<file path="config.mk">
export PLATFORM = sky130hd
export DESIGN_NAME = alu_result_sel
export DESIGN_NICKNAME = d
export VERILOG_FILES = /design/src/rtl/alu_sel_pkg.sv /design/src/rtl/alu_skid_buf.sv /design/src/rtl/alu_result_sel.sv
export SDC_FILE = /design/constraint.sdc
export NUM_CORES = 1
export LEC_CHECK = 0
export ABC_AREA = 1
export BUFFER_PORTS_ARGS = -buffer_cell sky130_fd_sc_hd__buf_2
export CORE_AREA = 5 5 141 143
export CTS_CLUSTER_SIZE = 12
export DETAILED_ROUTE_END_ITERATION = 10
export DIE_AREA = 0 0 146 148
export PLACE_DENSITY_LB_ADDON = 0.05
export SLEW_MARGIN = 30
export SYNTH_ARGS = -nofsm -noshare
export SYNTH_HDL_FRONTEND = slang
export SYNTH_HIERARCHICAL = 1
export SYNTH_SLANG_ARGS = --single-unit
export TNS_END_PERCENT = 50
</file>
<file path="constraint.sdc">
create_clock -name clk -period 1.7 [get_ports clk]
set_clock_uncertainty 0.05 [all_clocks]
set_input_delay 0.34 -clock clk [delete_from_list [all_inputs] [get_ports clk]]
set_output_delay 0.34 -clock clk [all_outputs]
set_load 0.02 [all_outputs]
</file>
<file path="src/rtl/alu_sel_pkg.sv">
// alu_sel_pkg: ALU result select codes and the beat record for the result selector.
package alu_sel_pkg;
    localparam int BEAT_N = 32;

    localparam logic [3:0] SEL_ADD  = 4'd0;
    localparam logic [3:0] SEL_SUB  = 4'd1;
    localparam logic [3:0] SEL_AND  = 4'd2;
    localparam logic [3:0] SEL_OR   = 4'd3;
    localparam logic [3:0] SEL_XOR  = 4'd4;
    localparam logic [3:0] SEL_SLL  = 4'd5;
    localparam logic [3:0] SEL_SRL  = 4'd6;
    localparam logic [3:0] SEL_SRA  = 4'd7;
    localparam logic [3:0] SEL_SLT  = 4'd8;
    localparam logic [3:0] SEL_SRC9 = 4'd9;

    typedef struct packed {
        logic [BEAT_N-1:0] result;
        logic              err;
        logic [1:0]        flags;
    } alu_beat_t;
endpackage

</file>
<file path="src/rtl/alu_skid_buf.sv">
// alu_skid_buf: two-entry valid/ready buffer; main entry drives the outputs, skid absorbs one stalled beat.
module alu_skid_buf #(
    parameter int W = 8
) (
    input  logic         clk,
    input  logic         rst_n,
    input  logic [W-1:0] in_data,
    input  logic         in_valid,
    output logic         in_ready,
    output logic [W-1:0] out_data,
    output logic         out_valid,
    input  logic         out_ready
);
    logic         m_v_q, m_v_d, s_v_q, s_v_d;
    logic [W-1:0] m_dat_q, m_dat_d, s_dat_q, s_dat_d;
    logic         acc;

    assign in_ready  = !s_v_q;
    assign acc       = in_valid && !s_v_q;
    assign out_valid = m_v_q;
    assign out_data  = m_dat_q;

    always_comb begin
        m_v_d   = m_v_q;
        m_dat_d = m_dat_q;
        s_v_d   = s_v_q;
        s_dat_d = s_dat_q;
        if (!m_v_q || out_ready) begin
            // A full skid always has priority so ordering stays FIFO
            if (s_v_q) begin
                m_v_d   = 1'b1;
                m_dat_d = s_dat_q;
                s_v_d   = 1'b0;
            end else begin
                m_v_d   = acc;
                m_dat_d = acc ? in_data : m_dat_q;
            end
        end else if (acc) begin
            s_v_d   = 1'b1;
            s_dat_d = in_data;
        end
    end

    always_ff @(posedge clk or negedge rst_n) begin
        if (!rst_n) begin
            m_v_q   <= 1'b0;
            s_v_q   <= 1'b0;
            m_dat_q <= '0;
            s_dat_q <= '0;
        end else begin
            m_v_q   <= m_v_d;
            s_v_q   <= s_v_d;
            m_dat_q <= m_dat_d;
            s_dat_q <= s_dat_d;
        end
    end
endmodule

</file>
<file path="src/rtl/alu_result_sel.sv">
// alu_result_sel: registered ALU result mux with error flagging and skid-buffered valid/ready output.
// Optional ALU_RESULT_FLAGS_EN stores {negative, zero} flags alongside each beat.
module alu_result_sel
    import alu_sel_pkg::*;
#(
    parameter int N       = 32,
    parameter int NUM_SRC = 10,
    parameter int SEL_W   = 4
) (
    input  logic                      clk,
    input  logic                      rst_n,
    input  logic [NUM_SRC-1:0][N-1:0] srcs,
    input  logic [SEL_W-1:0]          selec_alu,
    input  logic                      in_valid,
    output logic                      in_ready,
    output logic [N-1:0]              out_result,
    output logic                      out_err,
    output logic [1:0]                out_flags,
    output logic                      out_valid,
    input  logic                      out_ready,
    output logic                      err_sticky,
    input  logic                      clr_err
);
`ifdef ALU_RESULT_FLAGS_EN
    localparam int PW = N + 3;
`else
    localparam int PW = N + 1;
`endif

    logic          sel_ok;
    logic [N-1:0]  sel_res;
    logic [PW-1:0] in_pay, out_pay;
    logic          err_sticky_q, err_sticky_d;

    assign sel_ok  = int'(selec_alu) < NUM_SRC;
    assign sel_res = sel_ok ? srcs[selec_alu] : '0;

`ifdef ALU_RESULT_FLAGS_EN
    assign in_pay    = {sel_res[N-1], sel_res == '0, !sel_ok, sel_res};
    assign out_flags = out_pay[N+2:N+1];
`else
    assign in_pay    = {!sel_ok, sel_res};
    assign out_flags = 2'b00;
`endif
    assign out_err    = out_pay[N];
    assign out_result = out_pay[N-1:0];

    alu_skid_buf #(.W(PW)) u_skid (
        .clk       (clk),
        .rst_n     (rst_n),
        .in_data   (in_pay),
        .in_valid  (in_valid),
        .in_ready  (in_ready),
        .out_data  (out_pay),
        .out_valid (out_valid),
        .out_ready (out_ready)
    );

    // Set beats clr_err when both happen in one cycle
    always_comb err_sticky_d = (in_valid && in_ready && !sel_ok) || (err_sticky_q && !clr_err);

    always_ff @(posedge clk or negedge rst_n) begin
        if (!rst_n) err_sticky_q <= 1'b0;
        else        err_sticky_q <= err_sticky_d;
    end

    assign err_sticky = err_sticky_q;
endmodule
</file>
## Word level (Yosys, flattened, before mapping)

Cells that the tools add are included.

- Add/sub/neg operators: 0
- Bitwise logic cells: 1
- Mux-type cells: 8
- $mul: 0
- Reductions and logical operators: 13
- Magnitude comparators: 2
- Div/mod/pow operators: 0
- Shift-type cells: 0
- Equal/unequal tests: 0

Operators with widths:

| kind | number |
|---|---|
| $bmux W32 S4 | 1 |
| $mux W33 | 2 |
| $mux W32 | 2 |
| $lt A4 B5 Y1 const B | 1 |
| $logic_not A1 Y1 | 4 |
| $lt A4 B4 Y1 const B | 1 |
| $reduce_and A2 Y1 | 2 |
| $reduce_bool A2 Y1 | 2 |
| $logic_and A1 B1 Y1 | 3 |
| $mux W1 | 3 |
| $logic_or A1 B1 Y1 | 2 |
| $not A1 Y1 | 1 |

- RAM bits: 0
- Memories kept: 0
- Latch bits: 0
- Logic and storage cells: 29
- Bits of input ports: 329
- Output and inout port bits: 38
- Register bits: 69
- Memory bits (read-only): 0

## Logic depth before layout (Yosys ltp)

- Depth in word-level cells: 5
- Depth in mapped cells: 13
- Depth with buffers taken out: 11

## Hierarchy

Netlist, hierarchy kept.

Modules (own cells, without submodules):

| module | seq. area each (um^2) | cells an instance | instances | area each (um^2) |
|---|---|---|---|---|
| alu_result_sel | 25.0 | 734 | 1 | 3235.6 |
| alu_skid_buf | 1701.6 | 401 | 1 | 3174.3 |

## Least setup slack after synthesis

No wires, ideal clock.

- Path kind: input to register
- From: input selec_alu[2]
- To: register u_skid.m_dat_q[0] (netlist: u_skid/out_data[0])
- Data required time: 1534 ps
- Setup time: 116 ps
- Stages on the path: 12
- Data arrival time: 1317 ps
- Setup slack: 216 ps
- Path buffers: 2
- Path through: buf_4 -> nor2_4 -> buf_2 -> nand3_1 -> nand2_1 -> clkinv_1 -> nand3_1 -> nand2_1 -> nand2_1 -> nand2_1 -> nand2_1 -> nand2_1

- Cells in the longest elaborated chain, start to end: 5
- Elaborated cells between the ends (all ways): 6
- Those cells by class: order compare (1); mux (5)

Ends and longest elaborated chain:

| element | line | RTL |
|---|---|---|
| from (decl) | alu_result_sel.sv:13 | `input logic [SEL_W-1:0] selec_alu,` |
| $bmux W32 S4 | alu_result_sel.sv:36 | `assign sel_res = sel_ok ? srcs[selec_alu] : '0;` |
| $mux W32 (implied by the code) | alu_result_sel.sv:36 |  |
| $mux W32 (*) | alu_result_sel.sv:36 |  |
| named net in_pay[0] | alu_result_sel.sv:32 | `logic [PW-1:0] in_pay, out_pay;` |
| $mux W33 (*) | alu_skid_buf.sv:36 | `m_dat_d = acc ? in_data : m_dat_q;` |
| $mux W33 (*) | alu_skid_buf.sv:30 | `if (s_v_q) begin` |
| to (signal assigned) | alu_skid_buf.sv:53 | `m_dat_q <= m_dat_d;` |
| to (decl) | alu_skid_buf.sv:15 | `logic [W-1:0] m_dat_q, m_dat_d, s_dat_q, s_dat_d;` |

Mark *: on every way through the listed nets, which the timed path passes. The rest lies on a longest branch. The select of a mux whose other input is x is not followed.
A chain may end at the register's enable or synchronous reset.

## Worst setup path in the final report

- From: register u_skid.s_v_q
- To: output in_ready

- Cells in the longest elaborated chain, start to end: 1

Ends and longest elaborated chain:

| element | line | RTL |
|---|---|---|
| from (decl) | alu_skid_buf.sv:14 | `logic m_v_q, m_v_d, s_v_q, s_v_d;` |
| from (signal assigned) | alu_skid_buf.sv:52 | `s_v_q <= s_v_d;` |
| $logic_not A1 Y1 | alu_skid_buf.sv:18 | `assign in_ready = !s_v_q;` |
| to (decl) | alu_result_sel.sv:15 | `output logic in_ready,` |

Every way passes these cells.

==> run_results.csv <==
group,metric,value,unit
outcome,status,"complete, no violations",
critical_path,crit_path_cell_trace,"inv_4 > buf_12 > buf_2",
timing,rsz0062_at_grt,"false",
timing,tightest_slew,0.525,ns
routing,vias_per_cell,4.89,
power,switching_power,2.32,mW
die,start_util,34.7,%
routing,drc,0,
final_layout,fin_cells,1730,
cts,insertion_delay,0.33,ns
power,clockPowerShare,31.1,%
synthesis,syn_inst,1135,
cts,cts_made_buffers,9,
critical_path,critPathBufInv,3,
synthesis,yosysSeqAreaShare,26.9,%
die,die_y,148,µm
cts,clk_path_buf_depth,2,
die,dieArea,21600,µm²
die,die_x,146,µm
power,seq_power_share,32.5,%
routing,first_iter_violations,569,
final_layout,final_common_cell,"nand2_1",
cts,numClockSinks,69,
critical_path,worstPathArrival,1.21,ns
place,dpl_cell_area,8670,µm²
cts,clkTransAtPathRegs,0.05,ns
grt,grtUsageTotal,27.1,%
critical_path,crit_fanout,17,
synthesis,ys_seq_elements,69,
timing,worst_slack,0.103,ns
routing,wl_per_cell,17.5,µm
cts,htreeDepth,3,
place,place_ws,-0.119,ns
place,gp_congestion,0.897,
cts,cts-root-buf,"clkbuf_16",
final_layout,drive_gt1_share,31.3,%
critical_path,critPathSlowestCell,"dfrtp_2",
critical_path,crit_type,"flop to output pin",
final_layout,mostFrequentLayoutCells,"648 x nand2_1, 362 x buf_2, 189 x nand3_1",
place,port_buffers,364,
timing,hold_viol_final,0,
power,swShare,35.1,%
cts,cts_tree,"built",
synthesis,synth_cell_types,24,
routing,wirelength,30300,µm
final_layout,final_area,9060,µm²
grt,grt_pass1_vias,8414,
critical_path,crit_required,1.31,ns
grt,grt_max_degree,57,
synthesis,synthArstFlopShare,100,%
timing,setup_viol,0,
synthesis,synth_area,6410,µm²
timing,period_needed,1.60,ns
routing,ant_nets,0,
critical_path,path_delay_family,"flip-flops",
critical_path,endpoint_kind,"output pin",
timing,timing.final.crit_share,93.9,%
timing,relSlewSlack,65.0,%
die,core,18500,µm²
power,total_leakage_power,5.39,nW
power,p_int,4.28,mW
critical_path,slowest_delay,0.44,ns
timing,drv_slew,0,
routing,dr.pass1.iters,5,
final_layout,seq_area,1730,µm²
synthesis,synth_ff_type,"dfrtp_1",
final_layout,syn_to_final_growth,41.3,%
die,num_io_pins,367,
power,comb_power_share,36.3,%
power,power_density,729,nW/µm²
worst_hold_path,worstHoldPathType,"input pin to flop",
run,cap_violations,0,
final_layout,multi_input_area,4070,µm²
grt,grt_pass1_wl,46500,µm
die,rows,50,
final_layout,fin_nets,1818,
final_layout,nFillCells,2041,
place,dp_hpwl,23800,µm
power,vdd_drop_max,483,µV
grt,antenna_found_initial,4,
grt,gr-total-overflow,0,
place,dp.cells,1708,
routing,vias,8462,
timing,max_freq,626,MHz
critical_path,startpoint_type,"flop",
synthesis,yosys_warnings,6,
power,total_power,6.61,mW
synthesis,synth_edf_count,0,
synthesis,avgSynthCellArea,5.65,µm²
## cell type report
class	count	share of cell area, %
diodes	2	0.0552
well taps	234	3.23
clock buffers	13	2.87
inverters	28	1.22
clock inverters	3	0.746
multi-input cells	954	44.9
flip-flops and latches	69	19.1
repair buffers	427	27.9
## metrics by stage
step	utilization [%]	hold slack, ns	TNS [ns]
floorplan	-	-0.00559	0
global placement	47.0	0.248	-0.902
detailed placement	47.0	0.251	-1.21
CTS	49.0	0.122	0
global route	49.1	0.141	0
finish	49.1	0.124	0
## cell families (layout without fill, tap and decap cells)
| group | Yosys count | in the layout | share of synthesized area, % |
|---|---|---|---|
| AO/OA/AOI/OAI | 49 | 49 | 4.92 |
| buffers and inverters | 113 | 471 | 9.66 |
| flip-flops | 69 | 69 | 26.9 |
| other | 1 | 4 | 0.0585 |
| AND/OR/NAND/NOR | 903 | 903 | 58.4 |
## what timing repair did
| action | 4_1_cts | 5_1_grt |
|---|---|---|
| hold endpoints to repair | 25 | 0 |
| buffers inserted | 0 | 2 |
| cloned | 1 | 0 |
| setup endpoints to repair | 1 | 1 |
| hold buffers | 1 | 0 |
| gates resized for setup | 0 | 0 |
## cell usage after synthesis (3+ instances only)
cell type  number  area share (%)
a21oi_1        15             1.2
buf_1           6            0.35
buf_2          49             3.8
buf_4          13             1.5
buf_6          11             1.9
clkbuf_1        6            0.35
clkinv_1        4            0.23
dfrtp_1        69              27
inv_1          17             1.0
inv_2           6            0.35
nand2_1       648              38
nand3_1       189              15
nor2_1         43             2.5
nor2_8          3            0.94
o211ai_1       28             3.3
o21ai_1         6            0.47
or2_1           3            0.29
or2_2          10            0.98
## power groups by stage
stage	Sequential (mW)	Combinational, mW	Clock (mW)
after floorplan	2.32	1.17	0
after global placement	2.17	2.38	0
after detailed placement	2.17	2.38	0
after CTS	2.15	2.41	2.08
after global routing	2.19	2.68	2.16
final	2.15	2.40	2.06
## registers in the layout, summed over array words and instances, names as in the netlist
signal / count
u_skid/out_data: 33
u_skid/s_dat_q: 33
err_sticky: 1
u_skid/out_valid: 1
u_skid/s_v_q: 1
## path summary, 6_finish.rpt
check                              startpoint  slack, ns  cells after the start             endpoint
max                              u_skid/s_v_q       0.10                      3             in_ready
min                                   clr_err       0.12                      2           err_sticky
max reg2reg                      u_skid/s_v_q       0.21                      5    u_skid/s_dat_q[0]
min reg2reg                u_skid/s_dat_q[31]       0.42                      2   u_skid/s_dat_q[31]
max in group asynchronous               rst_n       0.67                      3  u_skid/out_data[23]
min in group asynchronous               rst_n       0.44                      2   u_skid/out_data[3]
## routing by layer
| layer | share of wire (%) | track usage [%] | vias up |
|---|---|---|---|
| met3 | 6.7 | 5.95 | 36 |
| li1 | - | - | 4289 |
| met4 | 1.5 | 5.60 | 4 |
| met1 | 42 | 35.1 | 3842 |
| met5 | 0.089 | 0 | - |
| met2 | 49 | 46.7 | 291 |
Note: power is estimated with default switching activity, not from simulation.
